File: src/rtl/dmem_arbiter.sv
// dmem_arbiter: round-robin two-port arbiter and access sequencer for the
// single-cycle data memory. Port 0 is the CPU load/store path, port 1 the
// debug/loader path. Requests are checked for legality before any memory
// access, and all memory-side and requester-side outputs are registered.
module dmem_arbiter #(
  parameter int ADDR_BITS = 10
) (
  input  logic        clk,
  input  logic        rst_n,       // active-high synchronous reset
  input  logic        p0_req,
  input  logic        p0_we,
  input  logic [31:0] p0_addr,
  input  logic [2:0]  p0_type,
  input  logic [31:0] p0_wdata,
  output logic        p0_ack,
  output logic        p0_err,
  output logic [31:0] p0_rdata,
  input  logic        p1_req,
  input  logic        p1_we,
  input  logic [31:0] p1_addr,
  input  logic [2:0]  p1_type,
  input  logic [31:0] p1_wdata,
  output logic        p1_ack,
  output logic        p1_err,
  output logic [31:0] p1_rdata,
  output logic        mem_W_en,
  output logic        mem_R_en,
  output logic [31:0] mem_addr,
  output logic [2:0]  mem_RW_type,
  output logic [31:0] mem_din,
  input  logic [31:0] mem_dout,
  output logic        busy
);

  typedef enum logic [1:0] {
    IDLE   = 2'd0,
    ACCESS = 2'd1,
    RESP   = 2'd2
  } state_t;

  // A request is illegal on an unknown type, a store with an unsigned-load
  // type, a misaligned half/word, or an address beyond the backed memory.
  function automatic logic is_illegal(input logic we, input logic [31:0] addr,
                                      input logic [2:0] typ);
    logic bad;
    case (typ)
      3'b000:  bad = 1'b0;
      3'b001:  bad = addr[0];
      3'b010:  bad = (addr[1:0] != 2'b00);
      3'b100:  bad = we;
      3'b101:  bad = we | addr[0];
      default: bad = 1'b1;
    endcase
    bad = bad | ((addr >> ADDR_BITS) != 32'd0);
    return bad;
  endfunction

  state_t      state_r, next_state_s;
  logic        last_grant_r;
  logic        gnt_r;
  logic        we_r;
  logic [31:0] addr_r;
  logic [2:0]  type_r;
  logic [31:0] wdata_r;
  logic        err_r;

  logic        p0_ack_r, p1_ack_r, p0_err_r, p1_err_r;
  logic [31:0] p0_rdata_r, p1_rdata_r;
  logic        mem_w_en_r, mem_r_en_r;
  logic [31:0] mem_addr_r, mem_din_r;
  logic [2:0]  mem_type_r;
  logic        busy_r;

  logic        gnt_s;
  logic        sel_we_s;
  logic [31:0] sel_addr_s;
  logic [2:0]  sel_type_s;
  logic [31:0] sel_wdata_s;
  logic        illegal_s;
  logic        resp_gnt_s;
  logic        resp_err_s;

  // Round-robin grant, request selection and legality of the selected request.
  always_comb begin
    gnt_s = 1'b0;
    if (p0_req && p1_req) begin
      gnt_s = ~last_grant_r;
    end else if (p1_req) begin
      gnt_s = 1'b1;
    end else begin
      gnt_s = 1'b0;
    end
    sel_we_s    = gnt_s ? p1_we    : p0_we;
    sel_addr_s  = gnt_s ? p1_addr  : p0_addr;
    sel_type_s  = gnt_s ? p1_type  : p0_type;
    sel_wdata_s = gnt_s ? p1_wdata : p0_wdata;
    illegal_s   = is_illegal(sel_we_s, sel_addr_s, sel_type_s);
    // Owner and error flag of the transaction entering RESP on this edge.
    if (state_r == IDLE) begin
      resp_gnt_s = gnt_s;
      resp_err_s = illegal_s;
    end else begin
      resp_gnt_s = gnt_r;
      resp_err_s = err_r;
    end
  end

  // Next-state logic: illegal requests skip ACCESS and go straight to RESP.
  always_comb begin
    next_state_s = state_r;
    case (state_r)
      IDLE: begin
        if (p0_req || p1_req) begin
          if (illegal_s) begin
            next_state_s = RESP;
          end else begin
            next_state_s = ACCESS;
          end
        end else begin
          next_state_s = IDLE;
        end
      end
      ACCESS:  next_state_s = RESP;
      RESP:    next_state_s = IDLE;
      default: next_state_s = IDLE;
    endcase
  end

  // State register.
  always_ff @(posedge clk) begin
    if (rst_n) begin
      state_r <= IDLE;
    end else begin
      state_r <= next_state_s;
    end
  end

  // Latch the granted request and its legality when leaving IDLE; update
  // the round-robin pointer when the transaction completes.
  always_ff @(posedge clk) begin
    if (rst_n) begin
      last_grant_r <= 1'b1;
      gnt_r        <= 1'b0;
      we_r         <= 1'b0;
      addr_r       <= 32'd0;
      type_r       <= 3'd0;
      wdata_r      <= 32'd0;
      err_r        <= 1'b0;
    end else begin
      if (state_r == IDLE && (p0_req || p1_req)) begin
        gnt_r   <= gnt_s;
        we_r    <= sel_we_s;
        addr_r  <= sel_addr_s;
        type_r  <= sel_type_s;
        wdata_r <= sel_wdata_s;
        err_r   <= illegal_s;
      end
      if (state_r == RESP) begin
        last_grant_r <= gnt_r;
      end
    end
  end

  // Memory-side outputs: loaded on entry to ACCESS so they are live for
  // exactly the ACCESS cycle and zero otherwise.
  always_ff @(posedge clk) begin
    if (rst_n) begin
      mem_w_en_r <= 1'b0;
      mem_r_en_r <= 1'b0;
      mem_addr_r <= 32'd0;
      mem_type_r <= 3'd0;
      mem_din_r  <= 32'd0;
    end else if (next_state_s == ACCESS) begin
      mem_w_en_r <= sel_we_s;
      mem_r_en_r <= ~sel_we_s;
      mem_addr_r <= sel_addr_s;
      mem_type_r <= sel_type_s;
      mem_din_r  <= sel_wdata_s;
    end else begin
      mem_w_en_r <= 1'b0;
      mem_r_en_r <= 1'b0;
      mem_addr_r <= 32'd0;
      mem_type_r <= 3'd0;
      mem_din_r  <= 32'd0;
    end
  end

  // Completion pulse and error flag, raised for the owner on entry to RESP.
  always_ff @(posedge clk) begin
    if (rst_n) begin
      p0_ack_r <= 1'b0;
      p1_ack_r <= 1'b0;
      p0_err_r <= 1'b0;
      p1_err_r <= 1'b0;
      busy_r   <= 1'b0;
    end else begin
      p0_ack_r <= (next_state_s == RESP) & ~resp_gnt_s;
      p1_ack_r <= (next_state_s == RESP) &  resp_gnt_s;
      p0_err_r <= (next_state_s == RESP) & ~resp_gnt_s & resp_err_s;
      p1_err_r <= (next_state_s == RESP) &  resp_gnt_s & resp_err_s;
      busy_r   <= (next_state_s != IDLE);
    end
  end

  // Load data capture at the end of ACCESS; held until the next load.
  always_ff @(posedge clk) begin
    if (rst_n) begin
      p0_rdata_r <= 32'd0;
      p1_rdata_r <= 32'd0;
    end else if (state_r == ACCESS && !we_r) begin
      if (gnt_r) begin
        p1_rdata_r <= mem_dout;
      end else begin
        p0_rdata_r <= mem_dout;
      end
    end
  end

  assign p0_ack      = p0_ack_r;
  assign p1_ack      = p1_ack_r;
  assign p0_err      = p0_err_r;
  assign p1_err      = p1_err_r;
  assign p0_rdata    = p0_rdata_r;
  assign p1_rdata    = p1_rdata_r;
  assign mem_W_en    = mem_w_en_r;
  assign mem_R_en    = mem_r_en_r;
  assign mem_addr    = mem_addr_r;
  assign mem_RW_type = mem_type_r;
  assign mem_din     = mem_din_r;
  assign busy        = busy_r;

endmodule

File: config.mk
export PLATFORM = sky130hd
export DESIGN_NAME = dmem_arbiter
export DESIGN_NICKNAME = d
export VERILOG_FILES = /design/src/rtl/dmem_arbiter.sv
export SDC_FILE = /design/constraint.sdc
export NUM_CORES = 1
export LEC_CHECK = 0
export CAP_MARGIN = 5
export CORE_AREA = 4 4 120 122
export CTS_CLUSTER_DIAMETER = 50
export DETAILED_ROUTE_END_ITERATION = 8
export DIE_AREA = 0 0 124 126
export DONT_BUFFER_PORTS = 1
export PLACE_DENSITY = 0.63
export REMOVE_ABC_BUFFERS = 1
export SKIP_CTS_REPAIR_TIMING = 1
export SLEW_MARGIN = 5
export SYNTH_ARGS = -nofsm -noshare
export SYNTH_HDL_FRONTEND = slang
export SYNTH_SLANG_ARGS = --single-unit
File: constraint.sdc
create_clock -name clk -period 1.95 [get_ports clk]
set_input_delay 0.585 -clock clk [delete_from_list [all_inputs] [get_ports clk]]
set_output_delay 0.585 -clock clk [all_outputs]
set_load 0.005 [all_outputs]
==> flow_summary.toml, run 1 <==
[synthesis]
synth-edff-count = 0
synth_top_area_share_pct = 57.2
synth.cell_area_um2 = 5040
yosysMostFrequentCell = "dfxtp_1"
yosysTopAreaCell = "dfxtp_1"
syn_area_per_cell_um2 = 9.54
synthCells = 528
synthTopCellsByCount = "dfxtp_1, nand2_1, a21oi_1, mux2i_1, nor3_1"
synth_area_leaders = "dfxtp_1, nand2_1, mux2i_1"
ys.flop_type = "dfxtp_1"
ys_ff_latch = 144
yosysSeqAreaShare_pct = 57.2
synth-async-reset-ratio_pct = 0
ys_warn_count = 0
yosysUniqueCellTypes = 33

[placed_design]
hpwl_mm = 10.8
pre_cts_ws_ns = -0.0823
gp_congestion = 0.821
io_buffers = 0

[sta]
final.setup.tns_ns = 0
timing.final.hold_violations = 0
skew_ns = 0.0152
grt_setup_unrepaired = "no"
setup_viol = 0
fin_crit_ns = 1.76
min_period_over_period_pct = 90.2
fmax_ghz = 0.569
finalWorstSetupSlack_ns = 0.191
hold-worst-slack_ns = 0.239
maxSlewViolCount = 0

[clock_tree]
cts_root_buffer = "clkbuf_16"
cts_buffer_depth = 2
htree_levels = 4
cts_tree = "yes"
numCtsBuffers = 17
cts.sinks = 144
clock_latency_ns = 0.42
clk_pin_slew_ns = 0.06

[setup_path]
crit_chain = "a21bo_2, nand3_1, a2111o_2, buf_12, nor3_1"
r2r_cells = 5
slowest_stage = "a2111o_2"
crit_required_ns = 2.29
path_class = "reg2reg"
r2r_start = "last_grant_r"
critical_path_buf_inv_count = 1
r2r_slack_ns = 0.19
worstSetupStartpointType = "register"
crit_family = "compound AO/OA/AOI/OAI gates"
endpoint_kind = "register"
cp.arrival_ns = 2.10
slowest_delay_ns = 0.47
r2r-end = "mem_din[23]"
cp_max_fo = 48

[global_route]
grt_pass1_wl_mm = 21.3
grtUsageTotal_pct = 18.1
grt_max_degree = 72
grt_pass1_vias = 3800
overflow = 0
antenna_found_initial = 1

[run]
cap_violations = 0

[cells_and_area]
final_core_util_pct = 44.8
antenna_cells = 0
finalNetCount = 712
drive_above_1_share_pct = 12.5
area_growth_pct = 17.2

[pwr]
p_leak_nw = 2.18
power_density_nw_per_um2 = 1110
ir_worst_vdd_v = 0.000511

[die]
row_count = 42
die_h_um = 126
fp.coreArea_um2 = 13200
start_util_pct = 38.2
die_area_um2 = 15600
io_pins = 310
die_w_um = 124

[route]
wl_mm = 14.7
dr.pass1.iters = 5
antenna_left = 0
vias = 3845
drcViolationCount = 0
wl_per_cell_um = 20.1
routed_via_density = 5.27
drtIter0Drc = 202

[worst_hold_path]
min-delay-start = "rst_n"
hold_end = "p1_rdata[27]"
hold_class = "in2reg"
whs_path_depth = 1

[status]
status = "finished, final reports clean"
how the worst max path moves through the flow:
| stage | from | to | slack [ns] | cells after the start |
|---|---|---|---|---|
| final | last_grant_r | mem_din[23] | 0.19 | 5 |
| after global routing | last_grant_r | mem_addr[0] | 0.06 | 5 |
| after CTS | last_grant_r | mem_addr[0] | 0.18 | 5 |
| after detailed placement | p1_addr[0] | mem_din[23] | -0.08 | 5 |
| after global placement | p1_addr[0] | mem_din[27] | -0.03 | 5 |
| after floorplan | p1_req | mem_R_en | -1.10 | 4 |
logic make-up after synthesis:
group	synth area share, %
AOI/OAI and AO/OA	10.2
and+or+nand+nor	19.9
muxes	9.14
other	0.0745
buffers and inverters	3.53
DFF	57.2
per-layer routing:
layer  vias up  GRT usage [%]  share of wire, %
met2       223           29.0                49
met4         2           6.96               1.2
li1       1821              -                 -
met5         -              0             0.089
met3        17           11.3                15
met1      1782           19.2                35
final cells by class:
cell class,instances,area (um2)
Clock inverter,14,178
Sequential cell,144,2880
Tap cell,176,220
Fill cell,1275,7290
Inverter,1,3.75
Multi-Input combinational cell,366,2070
Timing Repair Buffer,10,113
Clock buffer,18,439
flip-flops by register name (all words and copies together), names as in the netlist:
name          cells
mem_addr         32
mem_din          32
p0_rdata         32
p1_rdata         32
mem_RW_type       3
state_r           2
busy              1
err_r             1
gnt_r             1
last_grant_r      1
mem_R_en          1
mem_W_en          1
p0_ack            1
p0_err            1
p1_ack            1
p1_err            1
we_r              1
cell usage in the layout (no fill, tap or decap), drive strengths merged, types with 2 or more instances in the layout:
| master | instances |
|---|---|
| clkbuf | 18 |
| a211oi | 7 |
| clkinv | 6 |
| bufinv | 3 |
| nor4 | 10 |
| nand2 | 132 |
| inv | 6 |
| nand3 | 2 |
| nor3 | 48 |
| o21ai | 3 |
| nand4 | 4 |
| or3 | 2 |
| mux2i | 46 |
| dfxtp | 144 |
| o31ai | 3 |
| conb | 22 |
| a21boi | 3 |
| buf | 10 |
| a21oi | 66 |
| nor2 | 9 |
through the flow:
step                std cells  cell area [um2]  power [mW]
floorplan                 511             4940        3.24
global placement          697             5290        3.29
detailed placement        697             5290        3.30
CTS                       729             5900        6.64
global route              729             5900        6.80
finish                    729             5900        6.57
report_power, final:
part | switching, mW | internal, mW
sequential | 0.0246 | 2.98
combinational | 0.124 | 0.0994
clock | 1.27 | 2.07
worst reg2reg max path, cell delays in order, from the launching register on:
cell and delay (ns):
dfxtp_1 0.40, a21bo_2 0.25, nand3_1 0.14, a2111o_2 0.47, buf_12 0.20, nor3_1 0.23
(Power assumes the default switching activity.)
==> run 2: changes to the inputs <==
Settings changed: CTS_BUF_LIST set to sky130_fd_sc_hd__clkbuf_2 sky130_fd_sc_hd__clkbuf_4 sky130_fd_sc_hd__clkbuf_8.
==> run 2 against run 1 <==
Compared with the run above:
- clock power shrank 25%
- sequential cell count did not move
- sequential share of layout area is 1.6 points higher
- sequential power hardly changed
- largest cell class unchanged
- utilization fell by 1.5 points
- power decreased by 13%
- maximum frequency fell by 0.64%
- wire length is essentially flat
==> flow_summary.toml, run 2 (same netlist as run 1, synthesis figures left out) <==
[status]
status = "finished, final reports clean"

[sta]
skew_ns = 0.0188
maxSlewViolCount = 0
min_period_over_period_pct = 90.8
fmax_ghz = 0.565
final.setup.tns_ns = 0
grt_setup_unrepaired = "no"
fin_crit_ns = 1.77
setup_viol = 0
timing.final.hold_violations = 0
hold-worst-slack_ns = 0.207

[setup_path]
crit_chain = "a21bo_2, nand3_1, a2111o_2, buf_12, nor3_1"
crit_family = "compound AO/OA/AOI/OAI gates"
slowest_stage = "a2111o_2"
endpoint_kind = "register"
worstSetupStartpointType = "register"
cp_max_fo = 48
path_class = "reg2reg"
cp.arrival_ns = 2.13
slowest_delay_ns = 0.47
critical_path_buf_inv_count = 1
crit_required_ns = 2.31

[pwr]
power_density_nw_per_um2 = 1000
ir_worst_vdd_v = 0.000457
p_leak_nw = 2.09

[cells_and_area]
finalNetCount = 712
final_core_util_pct = 43.3
layout_common_cells = "dfxtp_1, nand2_1, a21oi_1, mux2i_1, nor3_1"
fillerInstances = 1303
final_common_cell = "dfxtp_1"
antenna_cells = 0
drive_above_1_share_pct = 12.5
area_growth_pct = 13.4
fin_area_um2 = 5710

[clock_tree]
cts_root_buffer = "clkbuf_8"
clock_latency_ns = 0.44
cts_tree = "yes"
numCtsBuffers = 17
htree_levels = 4
clk_pin_slew_ns = 0.08
cts_buffer_depth = 2
cts.sinks = 144

[die]
fp.coreArea_um2 = 13200
row_count = 42
io_pins = 310
die_h_um = 126
die_w_um = 124
start_util_pct = 38.2
die_area_um2 = 15600

[route]
dr.pass1.iters = 4
drtIter0Drc = 206
wl_mm = 14.7
vias = 3845
routed.top_layer = "met5"
antenna_left = 0
routed_via_density = 5.27
drcViolationCount = 0
dr_wl_met2_mm = 7.00
wl_met3_mm = 2.31
wl_per_cell_um = 20.1
met1Wirelength_mm = 5.07

[run]
cap_violations = 0

[placed_design]
dpl_cell_area_um2 = 5290
gp_congestion = 0.821
hpwl_mm = 10.8
io_buffers = 0

[worst_hold_path]
hold_class = "in2reg"

[global_route]
grtUsageTotal_pct = 18.1
grt_max_degree = 72
antenna_found_initial = 1
grt_pass1_wl_mm = 21.3
grt_pass1_vias = 3780
overflow = 0
## run 2: cell types whose count changed in the layout (fill, tap and decap cells not counted)
cell       delta
clkbuf_16    -17
clkbuf_8     +17
## run 2: per-stage QoR
stage | worst slack (ns) | std cells | total power, mW
global placement | -0.0278 | 697 | 3.29
floorplan | -1.10 | 511 | 3.24
finish | 0.180 | 729 | 5.73
detailed placement | -0.0823 | 697 | 3.30
global route | 0.0608 | 729 | 5.96
CTS | 0.171 | 729 | 5.79
## run 2: path summary, 6_finish.rpt
check / from / endpoint / slack (ns) / depth (start not counted)
hold reg to reg: p1_rdata[10] / p1_rdata[10] / 0.48 / 2
hold / removal: rst_n / p1_rdata[27] / 0.21 / 1
setup / recovery: last_grant_r / mem_din[23] / 0.18 / 5
setup reg to reg: last_grant_r / mem_din[23] / 0.18 / 5
## run 2: power by group
part           switching [mW]  leakage [nW]  internal [mW]
Combinational           0.124         0.703         0.0993
Clock                    1.18         0.220           1.32
Sequential             0.0249          1.17           2.98
Total                    1.33          2.09           4.40
## run 2: per-layer routing
| metal | vias to the layer above | GRT usage [%] |
|---|---|---|
| li1 | 1811 | - |
| met1 | 1773 | 19.4 |
| met2 | 237 | 28.8 |
| met3 | 22 | 11.2 |
| met4 | 2 | 6.96 |
| met5 | - | 0 |
## run 2: area by class of cell
class | instances | area [um2] | area share [%]
clock inverter | 14 | 178 | 3.11
inverter | 1 | 3.75 | 0.0657
timing repair buffer | 10 | 113 | 1.97
clock buffer | 18 | 248 | 4.34
tap | 176 | 220 | 3.86
multi-input combinational | 366 | 2070 | 36.2
sequential | 144 | 2880 | 50.5
## run 2: worst reg2reg max path, stage by stage (launching register included)
cell and delay (ns):
dfxtp_1 0.40, a21bo_2 0.25, nand3_1 0.14, a2111o_2 0.47, buf_12 0.20, nor3_1 0.23
==> edit: new RTL, config.mk and constraints of run 2 <==
Make the reset (`rst_n`) asynchronous in 5 clocked blocks. Comments in the files are not updated.
--- a/src/rtl/dmem_arbiter.sv
+++ b/src/rtl/dmem_arbiter.sv
@@ -127,7 +127,7 @@
   end
 
   // State register.
-  always_ff @(posedge clk) begin
+  always_ff @(posedge clk or posedge rst_n) begin
     if (rst_n) begin
       state_r <= IDLE;
     end else begin
@@ -137,7 +137,7 @@
 
   // Latch the granted request and its legality when leaving IDLE; update
   // the round-robin pointer when the transaction completes.
-  always_ff @(posedge clk) begin
+  always_ff @(posedge clk or posedge rst_n) begin
     if (rst_n) begin
       last_grant_r <= 1'b1;
       gnt_r        <= 1'b0;
@@ -163,7 +163,7 @@
 
   // Memory-side outputs: loaded on entry to ACCESS so they are live for
   // exactly the ACCESS cycle and zero otherwise.
-  always_ff @(posedge clk) begin
+  always_ff @(posedge clk or posedge rst_n) begin
     if (rst_n) begin
       mem_w_en_r <= 1'b0;
       mem_r_en_r <= 1'b0;
@@ -186,7 +186,7 @@
   end
 
   // Completion pulse and error flag, raised for the owner on entry to RESP.
-  always_ff @(posedge clk) begin
+  always_ff @(posedge clk or posedge rst_n) begin
     if (rst_n) begin
       p0_ack_r <= 1'b0;
       p1_ack_r <= 1'b0;
@@ -203,7 +203,7 @@
   end
 
   // Load data capture at the end of ACCESS; held until the next load.
-  always_ff @(posedge clk) begin
+  always_ff @(posedge clk or posedge rst_n) begin
     if (rst_n) begin
       p0_rdata_r <= 32'd0;
       p1_rdata_r <= 32'd0;
Check against the original RTL: differs if rst_n is asserted again (counterexample within 4 cycles, from zero or initial values and one cycle with rst_n high); with rst_n held inactive, the same outputs for 10 cycles.
==> edit against run 2 <==
  * First-iteration DRC count decreased by 14%
  * Maximum frequency increased by 4.5%
  * Routed wire length decreased by 3.1%
  * Setup slack improved by 0.077 ns
  * Synthesized area increased by 8.2%
  * Die area unchanged
  * Global-route usage decreased by 0.20 points
  * Sequential power increased by 3%
  * Cell count decreased by 12%
  * Sequential cell count unchanged
  * Critical path depth decreased by 1
  * Final area increased by 9.9%
  * Total power increased by 4.9%
  * Non-clock buffer count increased by 3
==> edit: results (changes against run 2) <==
status:
  status: "finished clean"
global_route:
  antenna_found_initial: 1  # unchanged
  grt_pass1_vias: 3647  # -3.5%
  grt_max_degree: 48  # -33%
  track_usage_pct: 17.91  # -0.20 points
  grt_pass1_wl_um: 20510  # -3.8%
  gr-total-overflow: 0  # unchanged
cells_and_area:
  layout.nets: 624  # -12%
  fillerInstances: 1181  # -9.4%
  layout-drive-gt1-share_pct: 28.23  # +16 points
clocking:
  clockBufferDepth: 2  # unchanged
  htree_levels: 4  # unchanged
  clkTransAtPathRegs_ns: 0.08  # about the same
  numCtsBuffers: 17  # unchanged
  cts-root-buf: "clkbuf_8"
  clk_latency_ns: 0.44  # about the same
route:
  vias: 3352  # -13%
  drtIter0Drc: 177  # -14%
  wl_per_cell_um: 22.16  # +10%
  drt_wl_total_um: 14210  # -3.1%
  drt_first_pass_iters: 4  # unchanged
logic_synthesis:
  synth_area_leaders: "dfrtp_1 66%, mux2_2 12%, nand2_1 6.5%"
  yosys_warnings: 0  # unchanged
  synth_flop_cell: "dfrtp_1"
  async_flop_share_pct: 100.0  # +100 points
  synth_cell_types: 32  # -3.0%
  ys_seq_area_share_pct: 66.17  # +8.9 points
  synthCells: 421  # -20%
  synthTopCellsByCount: "143 x dfrtp_1, 94 x nand2_1, 59 x mux2_2"
worst_setup_path:
  worstPathRequired_ns: 2.27  # -0.04 ns
  timing.rr.start: "state_r[1]$_DFF_PP0_"
  startpoint_type: "register"
  crit_path_max_fanout: 32  # -33%
placement:
  dp_hpwl_um: 10820  # about the same
  port-buffer-count: 0  # unchanged
  dp_slack_ns: -0.03975  # +0.04250 ns
  place_inst: 608  # -13%
  gp_congestion: 0.9395  # +14%
timing:
  drv_slew: 0  # unchanged
  skew_ns: 0.01272  # -0.006042 ns
power_and_ir_drop:
  ir_worst_vdd_uv: 340.4  # -26%
  power.leakage_nw: 3.047  # +46%
worst_hold_path:
  worstHoldStart: "p1_wdata[22]"
  worstHoldPathType: "primary input to register"
-- edit: worst max-delay path: stages (launching register included) --
cell	delay (ns)
dfrtp_1	0.47
nor3b_2	0.28
nor2b_4	0.21
buf_12	0.21
mux2_2	0.37
-- edit: cells by family after synthesis --
family	after synthesis	synth area share (%)
mux	67	13.83
simple gates	125	9.968
compound gates	60	7.510
buf+inv	24	2.458
other cells	1	0.06884
flops	144	66.17
-- edit: final timing paths --
| kind | end | slack [ns] | depth (start not counted) |
|---|---|---|---|
| hold reg to reg | p0_err$_DFF_PP0_ | 0.51 | 2 |
| setup reg to reg | p0_rdata[14]$_DFFE_PP0P_ | 0.26 | 4 |
| max in group asynchronous | p0_rdata[5]$_DFFE_PP0P_ | 0.75 | 3 |
| setup / recovery | p0_rdata[14]$_DFFE_PP0P_ | 0.26 | 4 |
| hold / removal | mem_din[22]$_DFF_PP0_ | 0.26 | 2 |
| min in group asynchronous | mem_addr[26]$_DFF_PP0_ | 0.62 | 2 |
-- edit: layout make-up --
type / count / area (sq um) / share of cell area [%]
Sequential cell: 144 / 3605 / 57.44
Multi-Input combinational cell: 274 / 1824 / 29.07
Clock buffer: 21 / 276.5 / 4.406
Tap cell: 176 / 220.2 / 3.509
Timing Repair Buffer: 13 / 175.2 / 2.791
Clock inverter: 10 / 160.2 / 2.552
Inverter: 2 / 12.51 / 0.1994
Antenna cell: 1 / 2.502 / 0.03987
-- edit: power by group --
| part | switching (mW) | leakage (nW) | internal, mW |
|---|---|---|---|
| sequential | 0.0563 | 1.94 | 3.05 |
| clock | 1.06 | 0.222 | 1.48 |
| combinational | 0.252 | 0.885 | 0.114 |
-- edit: routing by layer --
metal | GRT usage (%) | part of all wire, %
met5 | 0 | 0
met1 | 18.87 | 33
met3 | 9.955 | 15
met4 | 9.278 | 3.1
met2 | 28.51 | 49
-- edit: stage by stage --
stage / hold slack (ns) / area (sq um) / util, % / total power, mW
global placement: 0.4587 / 5827 / 44.18 / 3.522
CTS: -0.04157 / 6264 / 47.49 / 6.113
floorplan: 0.4659 / 5400 / - / 3.394
finish: 0.2575 / 6276 / 47.58 / 6.011
global route: 0.2291 / 6276 / 47.58 / 6.302
detailed placement: 0.4618 / 5827 / 44.18 / 3.534
